<file path="config.mk">
export PLATFORM = sky130hd
export DESIGN_NAME = mem_request_queue
export DESIGN_NICKNAME = d
export VERILOG_FILES = /design/src/rtl/global_defs.sv /design/src/rtl/mrq_age_counter.sv /design/src/rtl/mem_request_queue.sv
export SDC_FILE = /design/constraint.sdc
export NUM_CORES = 2
export LEC_CHECK = 0
export ABC_CLOCK_PERIOD_IN_PS = 3100
export BUFFER_PORTS_ARGS = -buffer_cell sky130_fd_sc_hd__buf_2
export CORE_MARGIN = 3
export CORE_UTILIZATION = 38
export DETAILED_ROUTE_END_ITERATION = 16
export GPL_TIMING_DRIVEN = 0
export SYNTH_ARGS = -nofsm -noshare
export SYNTH_HDL_FRONTEND = slang
export SYNTH_SLANG_ARGS = --single-unit
</file>
<file path="constraint.sdc">
create_clock -name clock -period 3.1 [get_ports clock]
set_clock_uncertainty 0.05 [all_clocks]
set_input_delay 0.93 -clock clock [delete_from_list [all_inputs] [get_ports clock]]
set_output_delay 0.93 -clock clock [all_outputs]
set_load 0.02 [all_outputs]
</file>
<file path="src/rtl/global_defs.sv">
// Shared project definitions: trace-op encoding, address width and request-queue entry layout.
package global_defs;

    localparam int unsigned ADDRESS_WIDTH     = 32;
    localparam int unsigned MRQ_DEPTH_DEFAULT = 16;
    localparam int unsigned MRQ_LIFE_W        = 7;

    // Parsed trace operation; NOP carries no memory request.
    typedef enum logic [1:0] {
        OP_NOP   = 2'd0,
        OP_READ  = 2'd1,
        OP_WRITE = 2'd2,
        OP_FETCH = 2'd3
    } parsed_op_t;

    // Occupancy status of the request queue.
    typedef enum logic [1:0] {
        MRQ_EMPTY   = 2'd0,
        MRQ_PARTIAL = 2'd1,
        MRQ_FULL    = 2'd2
    } mrq_status_t;

    // One queued request as seen by the scheduler.
    typedef struct packed {
        logic [31:0]               cycle;
        parsed_op_t                opcode;
        logic [ADDRESS_WIDTH-1:0]  address;
        logic [MRQ_LIFE_W-1:0]     life;
    } mrq_entry_t;

endpackage

</file>
<file path="src/rtl/mrq_age_counter.sv">
// Per-slot saturating age counter; clear restarts the age at zero when a slot is rewritten.
module mrq_age_counter #(
    parameter int unsigned LIFE_W = 7
) (
    input  logic              clock,
    input  logic              reset_n,
    input  logic              clear,
    output logic [LIFE_W-1:0] life
);

    localparam logic [LIFE_W-1:0] LIFE_MAX = '1;

    logic [LIFE_W-1:0] life_q;
    logic [LIFE_W-1:0] life_d;

    // Clear wins over increment; hold at the maximum once reached.
    always_comb begin
        life_d = life_q;
        if (clear) begin
            life_d = '0;
        end else if (life_q != LIFE_MAX) begin
            life_d = life_q + LIFE_W'(1);
        end
    end

    // Age register.
    always_ff @(posedge clock or negedge reset_n) begin
        if (!reset_n) begin
            life_q <= '0;
        end else begin
            life_q <= life_d;
        end
    end

    assign life = life_q;

endmodule

</file>
<file path="src/rtl/mem_request_queue.sv">
// Request queue between the trace parser and the DRAM command scheduler.
// Circular buffer with per-slot ageing; head presented over valid/ready.
// Optional feature macro: MRQ_PEAK_EN adds peak_count (max occupancy since reset).
module mem_request_queue
    import global_defs::*;
#(
    parameter  int unsigned DEPTH  = MRQ_DEPTH_DEFAULT,
    parameter  int unsigned ADDR_W = ADDRESS_WIDTH,
    parameter  int unsigned LIFE_W = MRQ_LIFE_W,
    localparam int unsigned CNT_W  = $clog2(DEPTH) + 1
) (
    input  logic              clock,
    input  logic              reset_n,
    input  logic              in_valid,
    output logic              in_ready,
    input  logic [31:0]       in_cycle,
    input  logic [1:0]        in_opcode,
    input  logic [ADDR_W-1:0] in_addr,
    output logic              out_valid,
    input  logic              out_ready,
    output logic [31:0]       out_cycle,
    output logic [1:0]        out_opcode,
    output logic [ADDR_W-1:0] out_addr,
    output logic [LIFE_W-1:0] out_life,
    output logic [CNT_W-1:0]  count,
    output logic              full,
    output logic              empty
`ifdef MRQ_PEAK_EN
    ,
    output logic [CNT_W-1:0]  peak_count
`endif
);

    localparam int unsigned PTR_W = $clog2(DEPTH);

    logic [PTR_W-1:0]  wr_ptr_q, wr_ptr_d;
    logic [PTR_W-1:0]  rd_ptr_q, rd_ptr_d;
    logic [CNT_W-1:0]  count_q, count_d;
    logic [31:0]       cyc_q  [DEPTH];
    logic [31:0]       cyc_d  [DEPTH];
    logic [1:0]        op_q   [DEPTH];
    logic [1:0]        op_d   [DEPTH];
    logic [ADDR_W-1:0] addr_q [DEPTH];
    logic [ADDR_W-1:0] addr_d [DEPTH];
    logic [LIFE_W-1:0] slot_life [DEPTH];

    mrq_status_t status_c;
    mrq_entry_t  head_c;
    logic        push_c;
    logic        pop_c;

    // Occupancy status from the registered count only.
    always_comb begin
        status_c = MRQ_PARTIAL;
        if (count_q == '0) begin
            status_c = MRQ_EMPTY;
        end else if (count_q == CNT_W'(DEPTH)) begin
            status_c = MRQ_FULL;
        end
    end

    assign empty     = (status_c == MRQ_EMPTY);
    assign full      = (status_c == MRQ_FULL);
    assign in_ready  = !full;
    assign out_valid = !empty;
    assign count     = count_q;

    // NOP offers are accepted but never stored; pops on empty are ignored.
    assign push_c = in_valid && in_ready && (parsed_op_t'(in_opcode) != OP_NOP);
    assign pop_c  = out_valid && out_ready;

    // Pointer, count and slot payload next-state.
    always_comb begin
        wr_ptr_d = wr_ptr_q;
        rd_ptr_d = rd_ptr_q;
        count_d  = count_q + CNT_W'(push_c) - CNT_W'(pop_c);
        cyc_d    = cyc_q;
        op_d     = op_q;
        addr_d   = addr_q;
        if (push_c) begin
            cyc_d[wr_ptr_q]  = in_cycle;
            op_d[wr_ptr_q]   = in_opcode;
            addr_d[wr_ptr_q] = in_addr;
            wr_ptr_d         = wr_ptr_q + PTR_W'(1);
        end
        if (pop_c) begin
            rd_ptr_d = rd_ptr_q + PTR_W'(1);
        end
    end

    // Queue state registers; reset discards every entry at once.
    always_ff @(posedge clock or negedge reset_n) begin
        if (!reset_n) begin
            wr_ptr_q <= '0;
            rd_ptr_q <= '0;
            count_q  <= '0;
            for (int i = 0; i < int'(DEPTH); i++) begin
                cyc_q[i]  <= '0;
                op_q[i]   <= 2'(OP_NOP);
                addr_q[i] <= '0;
            end
        end else begin
            wr_ptr_q <= wr_ptr_d;
            rd_ptr_q <= rd_ptr_d;
            count_q  <= count_d;
            cyc_q    <= cyc_d;
            op_q     <= op_d;
            addr_q   <= addr_d;
        end
    end

    // One age counter per slot, restarted when the slot is written.
    for (genvar i = 0; i < int'(DEPTH); i++) begin : g_age
        mrq_age_counter #(
            .LIFE_W (LIFE_W)
        ) u_age (
            .clock   (clock),
            .reset_n (reset_n),
            .clear   (push_c && (wr_ptr_q == PTR_W'(i))),
            .life    (slot_life[i])
        );
    end

    // Head entry view: direct read of the read-pointer slot.
    always_comb begin
        head_c.cycle   = cyc_q[rd_ptr_q];
        head_c.opcode  = parsed_op_t'(op_q[rd_ptr_q]);
        head_c.address = ADDRESS_WIDTH'(addr_q[rd_ptr_q]);
        head_c.life    = MRQ_LIFE_W'(slot_life[rd_ptr_q]);
    end

    assign out_cycle  = head_c.cycle;
    assign out_opcode = head_c.opcode;
    assign out_addr   = ADDR_W'(head_c.address);
    assign out_life   = LIFE_W'(head_c.life);

`ifdef MRQ_PEAK_EN
    logic [CNT_W-1:0] peak_q, peak_d;

    // Track the largest occupancy seen since reset, one cycle behind count.
    always_comb begin
        peak_d = peak_q;
        if (count_q > peak_q) begin
            peak_d = count_q;
        end
    end

    // Peak register.
    always_ff @(posedge clock or negedge reset_n) begin
        if (!reset_n) begin
            peak_q <= '0;
        end else begin
            peak_q <= peak_d;
        end
    end

    assign peak_count = peak_q;
`endif

endmodule

</file>
# ---- After elaboration in Yosys (flattened, before gate mapping)
# Cells that the tools add are included.
dict set report classes {
  n_mux 53
  n_addsub 20
  mul 0
  n_reduce_logical 42
  div_mod_pow 0
  n_eq_ne 33
  magnitude_cmp 3
  shift 0
  bitwise 2
}
# op n
set ops {}
lappend ops {{bitwise mux 512 bit} 2}
lappend ops {{binary-select mux 32 bit (select 4 bit)} 2}
lappend ops {{2-to-1 mux 7 bit} 34}
lappend ops {{2-to-1 mux 32 bit} 5}
lappend ops {{demux 32 bit (select 4 bit)} 1}
lappend ops {{adder 7 x 1 -> 7 bit (second input constant)} 16}
lappend ops {{inequality test 7 bit (second input constant)} 16}
lappend ops {{nonzero test 2 bit} 17}
lappend ops {{bitwise mux 32 bit} 1}
lappend ops {{== test 4 bit (second input constant)} 8}
lappend ops {{binary-select mux 7 bit (select 4 bit)} 1}
lappend ops {{logical AND 1 bit} 20}
lappend ops {{== test 4 x 3 -> 1 bit (second input constant)} 4}
lappend ops {{>= comparator 5 bit (second input constant)} 2}
lappend ops {{2-to-1 mux 2 bit} 5}
lappend ops {{NOT 4 -> 5 bit} 2}
lappend ops {{adder 4 x 1 -> 4 bit (second input constant)} 2}
lappend ops {{binary-select mux 2 bit (select 4 bit)} 1}
lappend ops {{demux 2 bit (select 4 bit)} 1}
lappend ops {{== test 4 x 2 -> 1 bit (second input constant)} 2}
lappend ops {{adder 5 x 1 -> 5 bit} 1}
lappend ops {{== test 5 bit (second input constant)} 1}
lappend ops {{zero test 5 bit} 1}
lappend ops {{< comparator 5 x 1 -> 1 bit (second input constant)} 1}
lappend ops {{6 further kinds} 7}
dict set report totals {
  in_bits 70
  register_bits 1181
  latchBits 0
  mem_count 0
  ramBits 0
  mem_bits_ro 0
  out_inout_bits 82
}

# ---- Depth between registers and ports, before layout
dict set report depth {
  ltp_word 9
  mapped_depth 15
}

# ---- Hierarchy
# Synthesis repeated with hierarchy kept, for this count alone.
dict set report hier_totals {
  cells_unflattened 3848
  area_unflattened_um2 56979.6
}
# module cells_per_inst seq_area_each_um2 instances area_each_um2
set by_module_without_submodules {}
lappend by_module_without_submodules {mem_request_queue 3320 26750.7 1 51194.1}
lappend by_module_without_submodules {mrq_age_counter 33 175.2 16 361.6}

# ---- Least setup slack after synthesis
# No wires, ideal clock.
dict set report synth_timing {
  path_type {register to register}
  startpoint {reg count_q[3], in the netlist count[3]}
  endpoint {reg count_q[4], in the netlist count[4]}
  stages_incl_launch_ff 14
  arrival_ns 3.204
  slack_ns -0.277
  t_required_ns 2.927
  setup_ns 0.123
  path_cell_list {dfrtp_1 -> inv_1 -> ha_1 -> nor4b_1 -> nor2b_1 -> clkbuf_1 -> ha_1 -> inv_1 -> ha_1 -> fa_1 -> a21oi_1 -> nor2_1 -> nor2_1 -> xnor2_1}
}
dict set report synth_between {
  elab_cells_between_ends 13
  classes_between {2 x add/sub; 2 x eq/ne; 2 x mux; 7 x reduce/logical}
}
# element line
set synth_rtl {}
lappend synth_rtl {{from (decl)} mem_request_queue.sv:38} ;# logic [CNT_W-1:0] count_q, count_d;
lappend synth_rtl {{from (signal assigned)} mem_request_queue.sv:105} ;# count_q <= count_d;
lappend synth_rtl {{== test 5 bit} mem_request_queue.sv:57} ;# end else if (count_q == CNT_W'(DEPTH)) begin
lappend synth_rtl {{2-to-1 mux 2 bit} mem_request_queue.sv:57}
lappend synth_rtl {{2-to-1 mux 2 bit (*)} mem_request_queue.sv:55} ;# if (count_q == '0) begin
lappend synth_rtl {{zero test 2 bit (*)} mem_request_queue.sv:62} ;# assign empty = (status_c == MRQ_EMPTY);
lappend synth_rtl {{via empty} mem_request_queue.sv:27} ;# output logic empty
lappend synth_rtl {{zero test 1 bit (*)} mem_request_queue.sv:65} ;# assign out_valid = !empty;
lappend synth_rtl {{logical AND 1 bit (*)} mem_request_queue.sv:70} ;# assign pop_c = out_valid && out_ready;
lappend synth_rtl {{via pop_c} mem_request_queue.sv:50} ;# logic pop_c;
lappend synth_rtl {{subtractor 5 x 1 -> 5 bit (*)} mem_request_queue.sv:76} ;# count_d = count_q + CNT_W'(push_c) - CNT_W'(pop_c);
lappend synth_rtl {{via count_d[4]} mem_request_queue.sv:38}
# Mark *: on every way through the listed nets, which the timed path passes. The rest lies on a longest branch.
# A chain may end at the register's enable or synchronous reset.

# ---- Worst setup path after layout
dict set report layout_timing {
  startpoint {reg rd_ptr_q[0]}
  endpoint {out out_addr[5]}
}
dict set report layout_between {
  elab_chain_cells 4
}
# element line
set layout_rtl {}
lappend layout_rtl {{from (decl)} mem_request_queue.sv:37} ;# logic [PTR_W-1:0] rd_ptr_q, rd_ptr_d;
lappend layout_rtl {{from (signal assigned)} mem_request_queue.sv:104} ;# rd_ptr_q <= rd_ptr_d;
lappend layout_rtl {{NOT 4 -> 5 bit (not written as such)} mem_request_queue.sv:128} ;# head_c.address = ADDRESS_WIDTH'(addr_q[rd_ptr_q]);
lappend layout_rtl {{binary-select mux 32 bit (select 4 bit)} mem_request_queue.sv:128}
lappend layout_rtl {{2-to-1 mux 32 bit (not written as such) (2 in series)} mem_request_queue.sv:128}
lappend layout_rtl {{to (decl)} mem_request_queue.sv:23} ;# output logic [ADDR_W-1:0] out_addr,
# No other way between the ends. The select of a mux whose other input is x is not followed.

==> summary.md <==
| Metric | Value |
|---|---|
| Status | `complete, but fails checks` |
| Failing checks | `negative setup slack` |
| RSZ-0062 raised after global routing | `true` |
| Post-synth net total | `3,880` |
| Ys flop type | `dfrtp_1` |
| Area share of the largest cell type after synthesis | `50.3%` |
| Drt pass-1 iters | `5` |
| Pleak | `31.7 nW` |
| H-tree depth | `4` |
| Root buffer cell | `clkbuf_16` |
| Worst Path Arrival | `2.90 ns` |
| Reg-to-reg slack, setup | `0.22 ns` |
| Seq cells post-synth | `1,181` |
| Post-synth top area cell | `dfrtp_1` |
| Util after Layout | `46.1%` |
| Largest cells by area after synthesis | `dfrtp_1, mux2_4, mux4_2` |
| Final hold vios | `0` |
| # hold bufs at CTS | `0` |
| Std cell rows | `143` |
| Die Footprint | `159,000 um^2` |
| Syn Std Cell Area | `58,700 um^2` |
| Post-DP HPWL | `104,000 um` |
| Grt total ovfl | `0` |
| Required time worst endpoint | `2.12 ns` |
| Final period utilization | `125%` |
| Uppermost layer routed | `met5` |
| Floorplan die height | `399 um` |
| Vias | `34,200` |
| Final setup vio count | `73` |
| GP Congestion | `0.801` |
| Fmax achieved | `0.258 GHz` |
| Tmin final | `3.88 ns` |
| Final Slew Violations | `0` |
| Area Overhead vs Synth | `19.8%` |
| Min-delay worst type | `in2async` |
| Worst skew pair latency | `0.76 ns` |
| Pwr per Cell Area | `1200 nW/um^2` |
| Pin count of the biggest net entering global routing | `166` |
| Max VDD drop | `0.645 mV` |
| Met2 routed WL | `74,300 um` |
| Final ANT Viol Nets | `0` |
| Clk buf depth | `3` |
| Final WS setup | `-0.782 ns` |
| CTS tree | `built` |
| Clk sink count | `1,181` |
| Core Area | `153,000 um^2` |
| Crit Path Class | `reg2out` |
| Most frequent cells in the layout | `dfrtp_1, mux2_4, mux2i_1` |
| First-pass GRT wire length | `242,000 um` |
| Layout cells sized above 1 | `50.6%` |
| Antenna violations before repair | `19` |
| Number of global-route vias before repair | `35,900` |
| Synth warn | `0` |
| GRT Overall Usage | `20.1%` |
| Slew headroom | `14.6%` |
| Drt drc | `0` |
| Buffers on Ports | `151` |
| Critical Path Source Type | `register` |
| Met1 Routed Length | `75,200 um` |
| Starting density of the core | `38.5%` |
| Routed WL | `162,000 um` |
| EDFF count, synth | `0` |
| Commonest non-fill, non-tap cell in the layout | `dfrtp_1` |
| Register area share after synthesis | `50.3%` |
| Worst-path maximum fanout | `10` |
| Gate Count Post-Synth | `3,782` |
| WL/cell | `26.0 um` |
| Non-filler instance count after layout | `6,220` |
| Met3 WL | `6890 um` |
| CTS buffer count | `132` |
| Worst slew pin tran | `1.28 ns` |
| Top Ports | `152` |
| Final layout net count | `4,189` |
| Syn avg cell area | `15.5 um^2` |
| Die X-Extent | `399 um` |
| Drt via density | `5.49` |
| Distinct cell type count after synthesis | `36` |
| Placed Area | `62,200 um^2` |
| Iteration-0 DRC Markers | `2,390` |
| CP Capture Type | `output port` |
| Placed instance count | `5,970` |
| # Max-Cap Violations | `0` |
| Post-synth ARST share | `100%` |
| Clock edge transition at the registers on the reported setup and hold paths | `0.06 ns` |
| Final instance area | `70,300 um^2` |
## routing by layer
metal  vias up  GRT usage, %
met5         -             0
met4        10          6.24
met3       245          3.14
met2       731          31.1
met1     18400          28.9
li1      14800             -
## synthesized netlist by cell type (all sizes together), types with 27 or more instances
library cell	number
nor3	40
nand3	29
a22oi	73
buf	186
nor2	91
mux2	1057
clkbuf	134
dfrtp	1181
a221oi	146
mux2i	308
ha	27
mux4	146
and3	100
nand2	76
o21ai	74
## final timing paths
check / from / end / cells after the start
max in group asynchronous: reset_n / addr_q[249] / 4
min in group clock: addr_q[189] / addr_q[189] / 1
setup / recovery: rd_ptr_q[0] / out_addr[5] / 9
hold / removal: reset_n / count[3] / 1
hold reg to reg: addr_q[189] / addr_q[189] / 1
setup reg to reg: count[2] / count[4] / 14
## cell type report
cell class              instances  area (um^2)
diodes                          6         15.0
plain buffers                 318         3230
clock buffers                 185         3950
clock inverters                42          500
fillers                     13100        82300
inverters                      11         41.3
multi-input cells            2270        29000
flip-flops and latches       1181        29600
well taps                    2030         2540
repair buffers                177         1510
## critical path: stages (launching register included)
cell      delay (ns)
dfrtp_2         0.45
buf_12          0.22
buf_12          0.22
buf_12          0.20
mux2i_2         0.26
a221oi_2        0.09
buf_4           0.17
o21ai_0         0.18
nand2_2         0.13
buf_4           0.18
## where the power goes
group | switching [mW] | leakage, nW | internal (mW)
logic | 19.1 | 14.8 | 21.6
clock network | 6.53 | 2.19 | 9.71
registers | 4.79 | 14.7 | 22.7
total | 30.4 | 31.7 | 54.0
## cells by family (layout without fill, tap and decap cells)
kind of cell | Yosys count | in the layout | synth area share, %
other | 0 | 6 | 0
adder cells (fa/ha/maj) | 28 | 28 | 0.610
multiplexers | 1511 | 1511 | 37.3
XOR/XNOR | 26 | 26 | 0.388
flip-flops | 1181 | 1181 | 50.3
AO/OA/AOI/OAI | 337 | 337 | 4.37
buffers and inverters | 331 | 733 | 3.85
AND/OR/NAND/NOR | 368 | 368 | 3.13
## flip-flops by register name, indices dropped and copies added (netlist names)
name              count
addr_q              512
cyc_q               512
g_age.u_age.life    112
op_q                 32
count                 5
rd_ptr_q              4
wr_ptr_q              4
## metrics by stage
| stage | total power, mW | setup WS (ns) | setup TNS, ns | hold slack [ns] |
|---|---|---|---|---|
| 6_report | 84.5 | -0.782 | -50.85 | 0.0434 |
| 3_3_place_gp | 60.6 | -25.46 | - | 0.434 |
| 2_1_floorplan | 50.8 | 0.0526 | 0 | 0.425 |
| 4_1_cts | 81.4 | -0.803 | -55.22 | 0.0875 |
| 3_5_place_dp | 61.1 | -1.45 | -230.75 | 0.439 |
| 5_1_grt | 88.6 | -0.862 | -58.60 | 0.0944 |
## what timing repair did
action                                  in CTS  in global routing
pin swaps                                   18                107
gates cloned                                 1                 12
endpoints found under the setup margin      75                216
resized for setup                          444                294
setup buffers                                1                  5
Note: power is estimated with default switching activity, not from simulation.
